[src/rtl/uart_pkg.sv]
// Shared types and width helpers for the UART transmitter.
// Holds the FSM state encoding, default frame geometry and counter sizing.
package uart_pkg;

    typedef enum logic [0:0] {
        IDLE = 1'b0,
        SEND = 1'b1
    } uart_state_e;

    localparam int unsigned DEF_CLOCKS_PER_PULSE = 32'd4;
    localparam int unsigned DEF_BITS_PER_WORD    = 32'd8;
    localparam int unsigned DEF_W_OUT            = 32'd16;

    // Width needed to hold 0..max_val; never narrower than one bit.
    function automatic int unsigned cnt_width(input int unsigned max_val);
        if (max_val < 32'd1) begin
            return 32'd1;
        end else begin
            return $clog2(max_val + 32'd1);
        end
    endfunction

endpackage

[src/rtl/uart_tx.sv]
// Multi-word UART transmitter: captures a payload on a valid/ready handshake
// and serialises it word 0 first, one start bit, LSB-first data, then stop bits.
module uart_tx
    import uart_pkg::*;
#(
    parameter int unsigned CLOCKS_PER_PULSE = DEF_CLOCKS_PER_PULSE,
    parameter int unsigned BITS_PER_WORD    = DEF_BITS_PER_WORD,
    parameter int unsigned PACKET_SIZE      = DEF_BITS_PER_WORD + 32'd5,
    parameter int unsigned W_OUT            = DEF_W_OUT
) (
    input  logic                                          clk,
    input  logic                                          rstn,
    input  logic                                          s_valid,
    output logic                                          s_ready,
    input  logic [W_OUT/BITS_PER_WORD-1:0][BITS_PER_WORD-1:0] s_data,
    output logic                                          tx
);

    localparam int unsigned NUM_WORDS = W_OUT / BITS_PER_WORD;
    localparam int unsigned BAUD_W    = cnt_width(CLOCKS_PER_PULSE - 32'd1);
    localparam int unsigned BIT_W     = cnt_width(PACKET_SIZE - 32'd1);
    localparam int unsigned WORD_W    = cnt_width(NUM_WORDS - 32'd1);

    localparam logic [BAUD_W-1:0] BAUD_LAST = BAUD_W'(CLOCKS_PER_PULSE - 32'd1);
    localparam logic [BIT_W-1:0]  BIT_LAST  = BIT_W'(PACKET_SIZE - 32'd1);
    localparam logic [WORD_W-1:0] WORD_LAST = WORD_W'(NUM_WORDS - 32'd1);
    localparam logic [BAUD_W-1:0] BAUD_ONE  = BAUD_W'(32'd1);
    localparam logic [BIT_W-1:0]  BIT_ONE   = BIT_W'(32'd1);
    localparam logic [WORD_W-1:0] WORD_ONE  = WORD_W'(32'd1);

    if ((W_OUT % BITS_PER_WORD) != 32'd0 || W_OUT < BITS_PER_WORD) begin : g_bad_w_out
        $error("uart_tx: W_OUT must be a non-zero multiple of BITS_PER_WORD");
    end
    if (PACKET_SIZE < BITS_PER_WORD + 32'd2) begin : g_bad_packet
        $error("uart_tx: PACKET_SIZE must allow a start bit and at least one stop bit");
    end

    uart_state_e                                state_r, state_n;
    logic                                       ready_r, ready_n;
    logic [BAUD_W-1:0]                          baud_r, baud_n;
    logic [BIT_W-1:0]                           bit_r, bit_n;
    logic [WORD_W-1:0]                          word_r, word_n;
    logic [WORD_W-1:0]                          word_inc_s;
    logic [PACKET_SIZE-1:0]                     frame_r, frame_n;
    logic [NUM_WORDS-1:0][BITS_PER_WORD-1:0]    data_r, data_n;

    // Bit 0 of the frame register is the line level, so tx comes straight off a flop.
    function automatic logic [PACKET_SIZE-1:0] make_frame(input logic [BITS_PER_WORD-1:0] word);
        logic [PACKET_SIZE-1:0] f;
        f                    = {PACKET_SIZE{1'b1}};
        f[BITS_PER_WORD:1]   = word;
        f[0]                 = 1'b0;
        return f;
    endfunction

    // State and datapath registers with synchronous reset.
    always_ff @(posedge clk) begin
        if (rstn) begin
            state_r <= IDLE;
            ready_r <= 1'b1;
            baud_r  <= {BAUD_W{1'b0}};
            bit_r   <= {BIT_W{1'b0}};
            word_r  <= {WORD_W{1'b0}};
            frame_r <= {PACKET_SIZE{1'b1}};
            data_r  <= {W_OUT{1'b0}};
        end else begin
            state_r <= state_n;
            ready_r <= ready_n;
            baud_r  <= baud_n;
            bit_r   <= bit_n;
            word_r  <= word_n;
            frame_r <= frame_n;
            data_r  <= data_n;
        end
    end

    // Next-state, counter and shift-register logic.
    always_comb begin
        state_n    = state_r;
        ready_n    = ready_r;
        baud_n     = baud_r;
        bit_n      = bit_r;
        word_n     = word_r;
        frame_n    = frame_r;
        data_n     = data_r;
        word_inc_s = word_r + WORD_ONE;

        case (state_r)
            IDLE: begin
                ready_n = 1'b1;
                frame_n = {PACKET_SIZE{1'b1}};
                if (s_valid && ready_r) begin
                    state_n = SEND;
                    ready_n = 1'b0;
                    data_n  = s_data;
                    frame_n = make_frame(s_data[0]);
                    baud_n  = {BAUD_W{1'b0}};
                    bit_n   = {BIT_W{1'b0}};
                    word_n  = {WORD_W{1'b0}};
                end else begin
                    state_n = IDLE;
                end
            end
            SEND: begin
                ready_n = 1'b0;
                if (baud_r == BAUD_LAST) begin
                    baud_n = {BAUD_W{1'b0}};
                    if (bit_r == BIT_LAST) begin
                        bit_n = {BIT_W{1'b0}};
                        // Last stop bit of the last word returns the line to idle.
                        if (word_r == WORD_LAST) begin
                            word_n  = {WORD_W{1'b0}};
                            state_n = IDLE;
                            ready_n = 1'b1;
                            frame_n = {PACKET_SIZE{1'b1}};
                        end else begin
                            word_n  = word_inc_s;
                            frame_n = make_frame(data_r[word_inc_s]);
                        end
                    end else begin
                        bit_n   = bit_r + BIT_ONE;
                        frame_n = {1'b1, frame_r[PACKET_SIZE-1:1]};
                    end
                end else begin
                    baud_n = baud_r + BAUD_ONE;
                end
            end
            default: begin
                state_n = IDLE;
                ready_n = 1'b1;
                frame_n = {PACKET_SIZE{1'b1}};
            end
        endcase
    end

    assign s_ready = ready_r;
    assign tx      = frame_r[0];

endmodule

[config.mk]
export PLATFORM = sky130hd
export DESIGN_NAME = uart_tx
export DESIGN_NICKNAME = d
export VERILOG_FILES = /design/src/rtl/uart_pkg.sv /design/src/rtl/uart_tx.sv
export SDC_FILE = /design/constraint.sdc
export NUM_CORES = 1
export LEC_CHECK = 0
export BUFFER_PORTS_ARGS = -buffer_cell sky130_fd_sc_hd__buf_4
export CORE_MARGIN = 1
export CORE_UTILIZATION = 45
export DETAILED_ROUTE_END_ITERATION = 16
export HOLD_SLACK_MARGIN = 0.08
export PLACE_DENSITY_LB_ADDON = 0.2
export SLEW_MARGIN = 15
export SYNTH_ARGS = -nofsm -noshare
export SYNTH_HDL_FRONTEND = slang
export SYNTH_SLANG_ARGS = --single-unit
[constraint.sdc]
create_clock -name clk -period 5.4 [get_ports clk]
set_clock_uncertainty 0.15 [all_clocks]
set_input_delay 0.81 -clock clk [delete_from_list [all_inputs] [get_ports clk]]
set_output_delay 0.81 -clock clk [all_outputs]
set_load 0.02 [all_outputs]
==> results.md, run 1 <==
- Tot GR Track Use: 19.5%
- Worst r2r path cells: 5
- Reg2reg start: bit_r[0]
- Worst vdd ir: 0.192 mV
- Max incr delay on CP: 0.56 ns
- RSZ-0062 raised after global routing: no
- Synth Area in Compound Gates: 26.8%
- Worst-Skew Late Latency: 0.33 ns
- Worst setup path endpoint: s_ready
- Placed cells: 192
- Initial antenna violation count: 0
- Max-cap violations: 0
- PortBufs: 20
- Die Ht: 56.3 um
- Non-filler cells in the finished layout: 196
- Cts repair resizes: 0
- Final Util: 52.9%
- Max Clock Freq: 0.486 GHz
- Largest family of logic cells by synthesized area: compound AO/OA/AOI/OAI gates
- Area Growth Syn to Fin: 10.8%
- H-tree depth: 1
- Power Total: 0.000368 W
- Hold/Removal Path Class: reg2reg
- Buf/Inv on CP: 1
- CP max FO: 12
- Routability Congestion: 0.801
- Cell area after synthesis: 1330 um^2
- # hold bufs at CTS: 0
- Root buf cell: clkbuf_4
- Vias per inst: 6.21
- First-pass GRT wire length: 4910 um
- Clk sink count: 26
- CP Class: reg2out
- Vias: 1218
- Area leader, netlist: dfxtp_1
- Outcome: finished, final reports clean
- Vias in the first global route: 1093
- Slew HR: 46.9%
- Hold Fails Final Rpt: 0
- Slew at the pin closest to its max-slew limit: 0.795 ns
- Count of final setup violators: 0
- Clock buffer depth: 2
- Drt first pass iters: 4
- Maximum number of pins on one net before global-route repair: 28
- Initial Utilization: 47.7%
- Critical path depth: 1
- WL final: 2960 um
- Routed len/inst: 15.1 um
- Syn_nets: 180
- Critical Path Start Type: flip-flop
- Worst setup EP type: output pin
- Worst Setup SP: s_ready
- Final antenna-violating net count: 0
- Crit-path cells: buf_4
- Final Max Slew Viols: 0
- Register area share after synthesis: 39.2%
- Clk slew on worst S/H paths: 0.13 ns
- Area after DPL: 1440 um^2
- HP Start: data_r[13]
- Req. time, crit path: 4.44 ns
- Setup TNS: 0 ns
- DP HPWL: 2110 um
- Cell count after synthesis: 158
- Synth warnings: 0
- # diodes: 0
- Post-CTS Repair Setup Buffers: 0
- Core box area: 2780 um^2
- R2R Setup Slk: 3.44 ns
- Num CTS Buffers: 3
- Layout cells sized above 1: 16.4%
- Static Leak: 0.591 nW
- Xor/xnor share of the synthesized area: 0%
- Family with the most delay on the worst path: flip-flops
- Synth top area share: 39.2%
- Yosys reg bits: 26
- Power per cell area: 250 nW/um^2
- Initial drt markers: 49
- Die W: 56.3 um
- Cell variety after synth: 37
- Final period util: 38.1%
- R2R Path End: frame_r[0]
- Fraction of the mapped netlist area in adder cells: 2.83%
- Synth area leaders: dfxtp_1 (39%), a21oi_1 (7.9%), nand2_1 (7.9%), nand4bb_1 (5.1%), o2111a_1 (5.1%)
- # DRC: 0
- # nets final: 188
- FP Rows: 19
- Multiplexer share of the synthesized area: 1.51%
- Ports: 21
- Fin crit period: 2.06 ns
- CTS tree: done
- Worst Path Arrival: 1.10 ns
- Post-Synthesis Mean Instance Area: 8.40 um^2
- Post-synthesis simple-gate area fraction: 22.4%
- CP max-delay cell: dfxtp_1
- Final Cell Area: 1470 um^2
- Die area: 3170 um^2
- Gr ovfl total: 0
- Fill cells: 284
==> cell usage after synthesis <==
| library cell | number |
|---|---|
| a311oi_1 | 3 |
| and3_1 | 1 |
| nand3b_1 | 1 |
| or3_1 | 1 |
| nor2_1 | 2 |
| o211ai_1 | 1 |
| clkbuf_2 | 1 |
| and3b_1 | 1 |
| mux2i_1 | 2 |
| nand4bb_1 | 6 |
| nand3_1 | 8 |
| inv_1 | 3 |
| o32ai_1 | 2 |
| a22oi_1 | 1 |
| o21ai_1 | 1 |
| and2_1 | 1 |
| buf_4 | 1 |
| nand2b_1 | 2 |
| a31o_2 | 1 |
| clkbuf_1 | 9 |
| inv_2 | 1 |
| or4bb_1 | 1 |
| or2_2 | 1 |
| buf_1 | 1 |
| o2111a_1 | 6 |
| nand2_1 | 28 |
| ha_1 | 3 |
| a221oi_1 | 6 |
| buf_6 | 1 |
| o2111ai_1 | 1 |
| a41oi_1 | 1 |
| o21ai_0 | 6 |
| dfxtp_1 | 26 |
| a311o_1 | 1 |
| a21oi_1 | 21 |
| buf_2 | 4 |
| nor2b_1 | 2 |
==> cell type report <==
cell class / instances / area (um^2) / area share (%)
tap: 31 / 38.8 / 2.64
multi-input combinational: 111 / 711 / 48.3
clock buffer: 4 / 36.3 / 2.47
inverter: 4 / 15.0 / 1.02
timing repair buffer: 20 / 150 / 10.2
sequential: 26 / 520 / 35.4
==> placed cells by master, fill, tap and decap left out, drive strengths merged, types with 2 or more instances in the layout <==
cell type and instances:
o21ai 7, a221oi 6, nand4bb 6, nand2b 2, nand2 28, o2111a 6
ha 3, nor2b 2, inv 4, nand3 8, mux2i 2, dfxtp 26
nor2 2, a311oi 3, buf 20, o32ai 2, clkbuf 4, a21oi 21
==> state kept, by name (all words and copies together), names as in the netlist <==
name,cells
data_r,8
s_ready,1
bit_r,4
baud_r,2
word_r,1
state_r,1
frame_r,9
==> logic make-up (layout without fill, tap and decap cells) <==
| logic type | after synthesis | after routing |
|---|---|---|
| AO/OA/AOI/OAI | 51 | 51 |
| adder cells (fa/ha/maj) | 3 | 3 |
| buffers and inverters | 21 | 28 |
| flip-flops | 26 | 26 |
| multiplexers | 2 | 2 |
| AND/OR/NAND/NOR | 55 | 55 |
==> metrics by stage <==
step	hold slack, ns	setup slack, ns
CTS	0.329	3.35
floorplan	0.281	3.47
detailed placement	0.310	3.33
finish	0.327	3.34
global placement	0.306	3.41
global route	0.341	3.27
==> worst min path at each step <==
stage | endpoint | slack, ns | depth (start not counted)
global placement | data_r[14] | 0.31 | 2
global route | data_r[14] | 0.34 | 2
floorplan | data_r[8] | 0.28 | 2
detailed placement | data_r[9] | 0.31 | 2
CTS | data_r[9] | 0.33 | 2
finish | data_r[13] | 0.33 | 2
==> per-layer routing <==
layer	GRT usage, %	share of wire (%)
met4	5.57	1.9
met3	5.07	5.1
met2	32.3	47
met5	0	0
met1	25.1	46
==> power breakdown <==
part           total [W]  leakage, nW  internal [W]  switching, W
Clock           0.000100       0.0210     0.0000413     0.0000588
Combinational  0.0000537        0.357     0.0000261     0.0000276
Sequential      0.000214        0.213      0.000203     0.0000105
Total           0.000368        0.591      0.000271     0.0000968
No activity file was read; power rests on OpenSTA's default activity.
==> inputs of run 2 (changes only) <==
--- a/config.mk
+++ b/config.mk
@@ -5,6 +5,7 @@
 export SDC_FILE = /design/constraint.sdc
 export NUM_CORES = 1
 export LEC_CHECK = 0
+export ABC_AREA = 1
 export BUFFER_PORTS_ARGS = -buffer_cell sky130_fd_sc_hd__buf_4
 export CORE_MARGIN = 1
 export CORE_UTILIZATION = 45
==> constraint.sdc (replaced) <==
create_clock -name clk -period 2 [get_ports clk]
set_clock_uncertainty 0.15 [all_clocks]
set_input_delay 0.3 -clock clk [delete_from_list [all_inputs] [get_ports clk]]
set_output_delay 0.3 -clock clk [all_outputs]
set_load 0.02 [all_outputs]
==> results.md, run 2 <==
- Outcome: finished, final reports clean
- Worst setup EP type: flip-flop
- Final antenna-violating net count: 0 (unchanged)
- Post-Synthesis Mean Instance Area: 6.70 um^2 (-20%)
- Biggest register: frame_r
- Power Total: 0.00108 W (+190%)
- Largest registers: frame_r: 9 flops, data_r: 8 flops, bit_r: 4 flops
- CTS tree: done
- Cell variety after synth: 22 (-41%)
- Post-CTS Repair Setup Buffers: 0 (unchanged)
- DP HPWL: 2010 um (-4.8%)
- Cell count after synthesis: 195 (+23%)
- PortBufs: 20 (unchanged)
- Synth top cells by count: nand2_1 (61), nor2_1 (31), dfxtp_1 (26)
- Clk network pwr share: 25.9% (-1.3 points)
- Crit-path cells: dlygate4sd3_1, buf_4, inv_1, o21ai_0, inv_1, nand2_1
- Cell area after synthesis: 1310 um^2 (-1.6%)
- Die W: 55.9 um (-0.78%)
- Post-synth EDFFs: 0 (unchanged)
- Hold Fails Final Rpt: 0 (unchanged)
- # nets final: 244 (+30%)
- Synth area leaders: dfxtp_1 (40%), nand2_1 (18%), nor2_1 (8.9%), o21ai_0 (6.9%), inv_1 (6.0%)
- WL final: 2860 um (-3.5%)
- Gr ovfl total: 0 (unchanged)
- Synth warnings: 0 (unchanged)
- Post-synthesis simple-gate area fraction: 36.1% (+14 points)
- Xor/xnor share of the synthesized area: 0% (unchanged)
- Final Max Slew Viols: 0 (unchanged)
- Count of final setup violators: 0 (unchanged)
- Switching share of power: 29.2% (+2.8 points)
- Area after DPL: 1450 um^2 (+0.87%)
- Combinational power share: 19.6% (+5.0 points)
- Most frequent CP cell: inv_1
- # diodes: 0 (unchanged)
- Routed len/inst: 11.3 um (-25%)
- Num CTS Buffers: 3 (unchanged)
- Vias in the first global route: 1159 (+6.0%)
- Drt first pass iters: 4 (unchanged)
- FP Rows: 19 (unchanged)
- Max-cap violations: 0 (unchanged)
- Static Leak: 0.796 nW (+35%)
- CP max FO: 21 (+9)
- Commonest non-fill, non-tap cell in the layout: nand2_1
- Critical Path Start Type: input pin
- Yosys reg bits: 26 (unchanged)
- Fill cells: 279 (-1.8%)
- Flop pwr share: 54.5% (-3.6 points)
- Hold/Removal Path Class: in2reg
- Worst Path Arrival: 1.77 ns (+0.67 ns)
- Fin Hold WS: 0.0811 ns (-0.246 ns)
- Initial Utilization: 47.4% (-0.36 points)
- Syn_nets: 217 (+21%)
- Register area share after synthesis: 39.8% (+0.64 points)
- Switching power: 0.000314 W (+220%)
- Max Clock Freq: 0.595 GHz
- Clk slew on worst S/H paths: 0.14 ns (about the same)
- Final Cell Area: 1560 um^2 (+6.3%)
- Worst vdd ir: 0.509 mV (+170%)
- Power per cell area: 688 nW/um^2 (+180%)
- CP max-delay cell: dlygate4sd3_1
- Synth top area share: 39.8% (+0.64 points)
- Layout cells sized above 1: 15.4% (-0.98 points)
- Largest register FFs: 9 (unchanged)
- Top FF cell, synth: dfxtp_1
- Final period util: 84.0%
- Int Pwr: 0.000761 W (+180%)
- Synth Area in Compound Gates: 10.5% (-16 points)
- Most common cell in the synthesized netlist: nand2_1
- Ports: 21 (unchanged)
- Fin crit period: 1.68 ns
- # DRC: 0 (unchanged)
- Root buf cell: clkbuf_4
- Maximum number of pins on one net before global-route repair: 22 (-21%)
- Asr flop ratio synth: 0% (unchanged)
- Worst-Skew Late Latency: 0.34 ns (about the same)
- Die area: 3120 um^2 (-1.6%)
- First-pass GRT wire length: 4930 um (+0.43%)
- RSZ-0062 raised after global routing: no
- Area Growth Syn to Fin: 19.7%
- Clk sink count: 26 (unchanged)
- CP Class: in2reg
- Area leader, netlist: dfxtp_1
- Slew HR: 60.1% (+13 points)
- Tot GR Track Use: 19.8% (+0.33 points)
- Max incr delay on CP: 0.55 ns (about the same)
- Req. time, crit path: 2.09 ns (-2.35 ns)
- Largest family of logic cells by synthesized area: simple AND/OR/NAND/NOR gates
- Setup TNS: 0 ns (unchanged)
- Core box area: 2760 um^2 (-0.85%)
- Die Ht: 55.9 um (-0.78%)
- Routability Congestion: 0.827 (+3.3%)
- Fraction of the mapped netlist area in adder cells: 2.87% (+0.046 points)
- Sequential cell area: 520 um^2 (unchanged)
- Vias: 1266 (+3.9%)
- Commonest cells after routing, fill and taps aside: nand2_1 (61), nor2_1 (31), dfxtp_1 (26)
- Vias per inst: 5.02 (-19%)
- Slew at the pin closest to its max-slew limit: 0.598 ns (-0.197 ns)
- H-tree depth: 1 (unchanged)
- Clock buffer depth: 2 (unchanged)
- Initial antenna violation count: 0 (unchanged)
- Area of the multi-input gates: 647 um^2 (-9.0%)
- Multiplexer share of the synthesized area: 0% (-1.5 points)
- Initial drt markers: 63 (+29%)
-- run 2: cell count changes in the layout (fill, tap and decap cells not counted), moves of 8 or more --
cell | before | now
nand2_1 | 28 | 61
o21ai_0 | 6 | 18
nor2_1 | 2 | 31
dlygate4sd3_1 | 0 | 8
inv_1 | 3 | 21
a21oi_1 | 21 | 6
-- run 2: final timing paths --
kind	startpoint	to	slack, ns	depth (start not counted)
worst min-delay path	s_data[8]	data_r[8]	0.08	3
worst max-delay path	rstn	frame_r[1]	0.32	6
worst max register to register	bit_r[0]	frame_r[1]	0.37	8
worst min register to register	word_r	word_r	0.33	2
-- run 2: layout make-up --
class / instances / area share, %
multi-input combinational: 140 / 41.4
timing repair buffer: 28 / 14.7
clock buffer: 4 / 2.32
sequential: 26 / 33.3
inverter: 23 / 5.84
tap: 31 / 2.48
-- run 2: cells by family (layout without fill, tap and decap cells) --
logic type / count (synthesis) / after routing
AOI/OAI and AO/OA: 27 / 27
adders and majority gates: 3 / 3
buffers and inverters: 29 / 55
DFF: 26 / 26
and+or+nand+nor: 110 / 110
-- run 2: repair_timing --
action | 4_1_cts | 5_1_grt
hold buffers | 8 | 0
endpoints found under the hold margin | 11 | 0
resized for setup | 0 | 0
endpoints found under the setup margin | 0 | 0
-- run 2: power by group through the flow --
stage	Sequential, W	Clock (W)	Combinational [W]
3_3_place_gp	0.000595	0	0.000193
5_1_grt	0.000589	0.000292	0.000245
4_1_cts	0.000586	0.000283	0.000211
6_report	0.000586	0.000279	0.000211
3_5_place_dp	0.000597	0	0.000198
2_1_floorplan	0.000589	0	0.000148
-- run 2: per-layer routing --
layer	part of all wire (%)	global-route usage [%]	vias up	wire length, um
li1	-	-	660	-
met1	45	25.7	566	1290
met2	48	34.1	33	1390
met3	4.5	2.09	7	128
met4	1.9	7.67	0	55
met5	0	0	-	0
-- run 2: critical path: cells and delay by family --
| family | cells | cell delay, ns |
|---|---|---|
| buffers and inverters | 4 | 1.24 |
| and+or+nand+nor | 1 | 0.05 |
| AOI/OAI and AO/OA | 1 | 0.18 |
-- run 2: metrics by stage --
| step | cells | worst slack, ns | utilization (%) |
|---|---|---|---|
| floorplan | 195 | 0.667 | - |
| finish | 252 | 0.320 | 56.7 |
| CTS | 252 | 0.354 | 56.7 |
| detailed placement | 240 | 0.381 | 52.5 |
| global route | 252 | 0.187 | 56.7 |
| global placement | 240 | 0.467 | 52.5 |
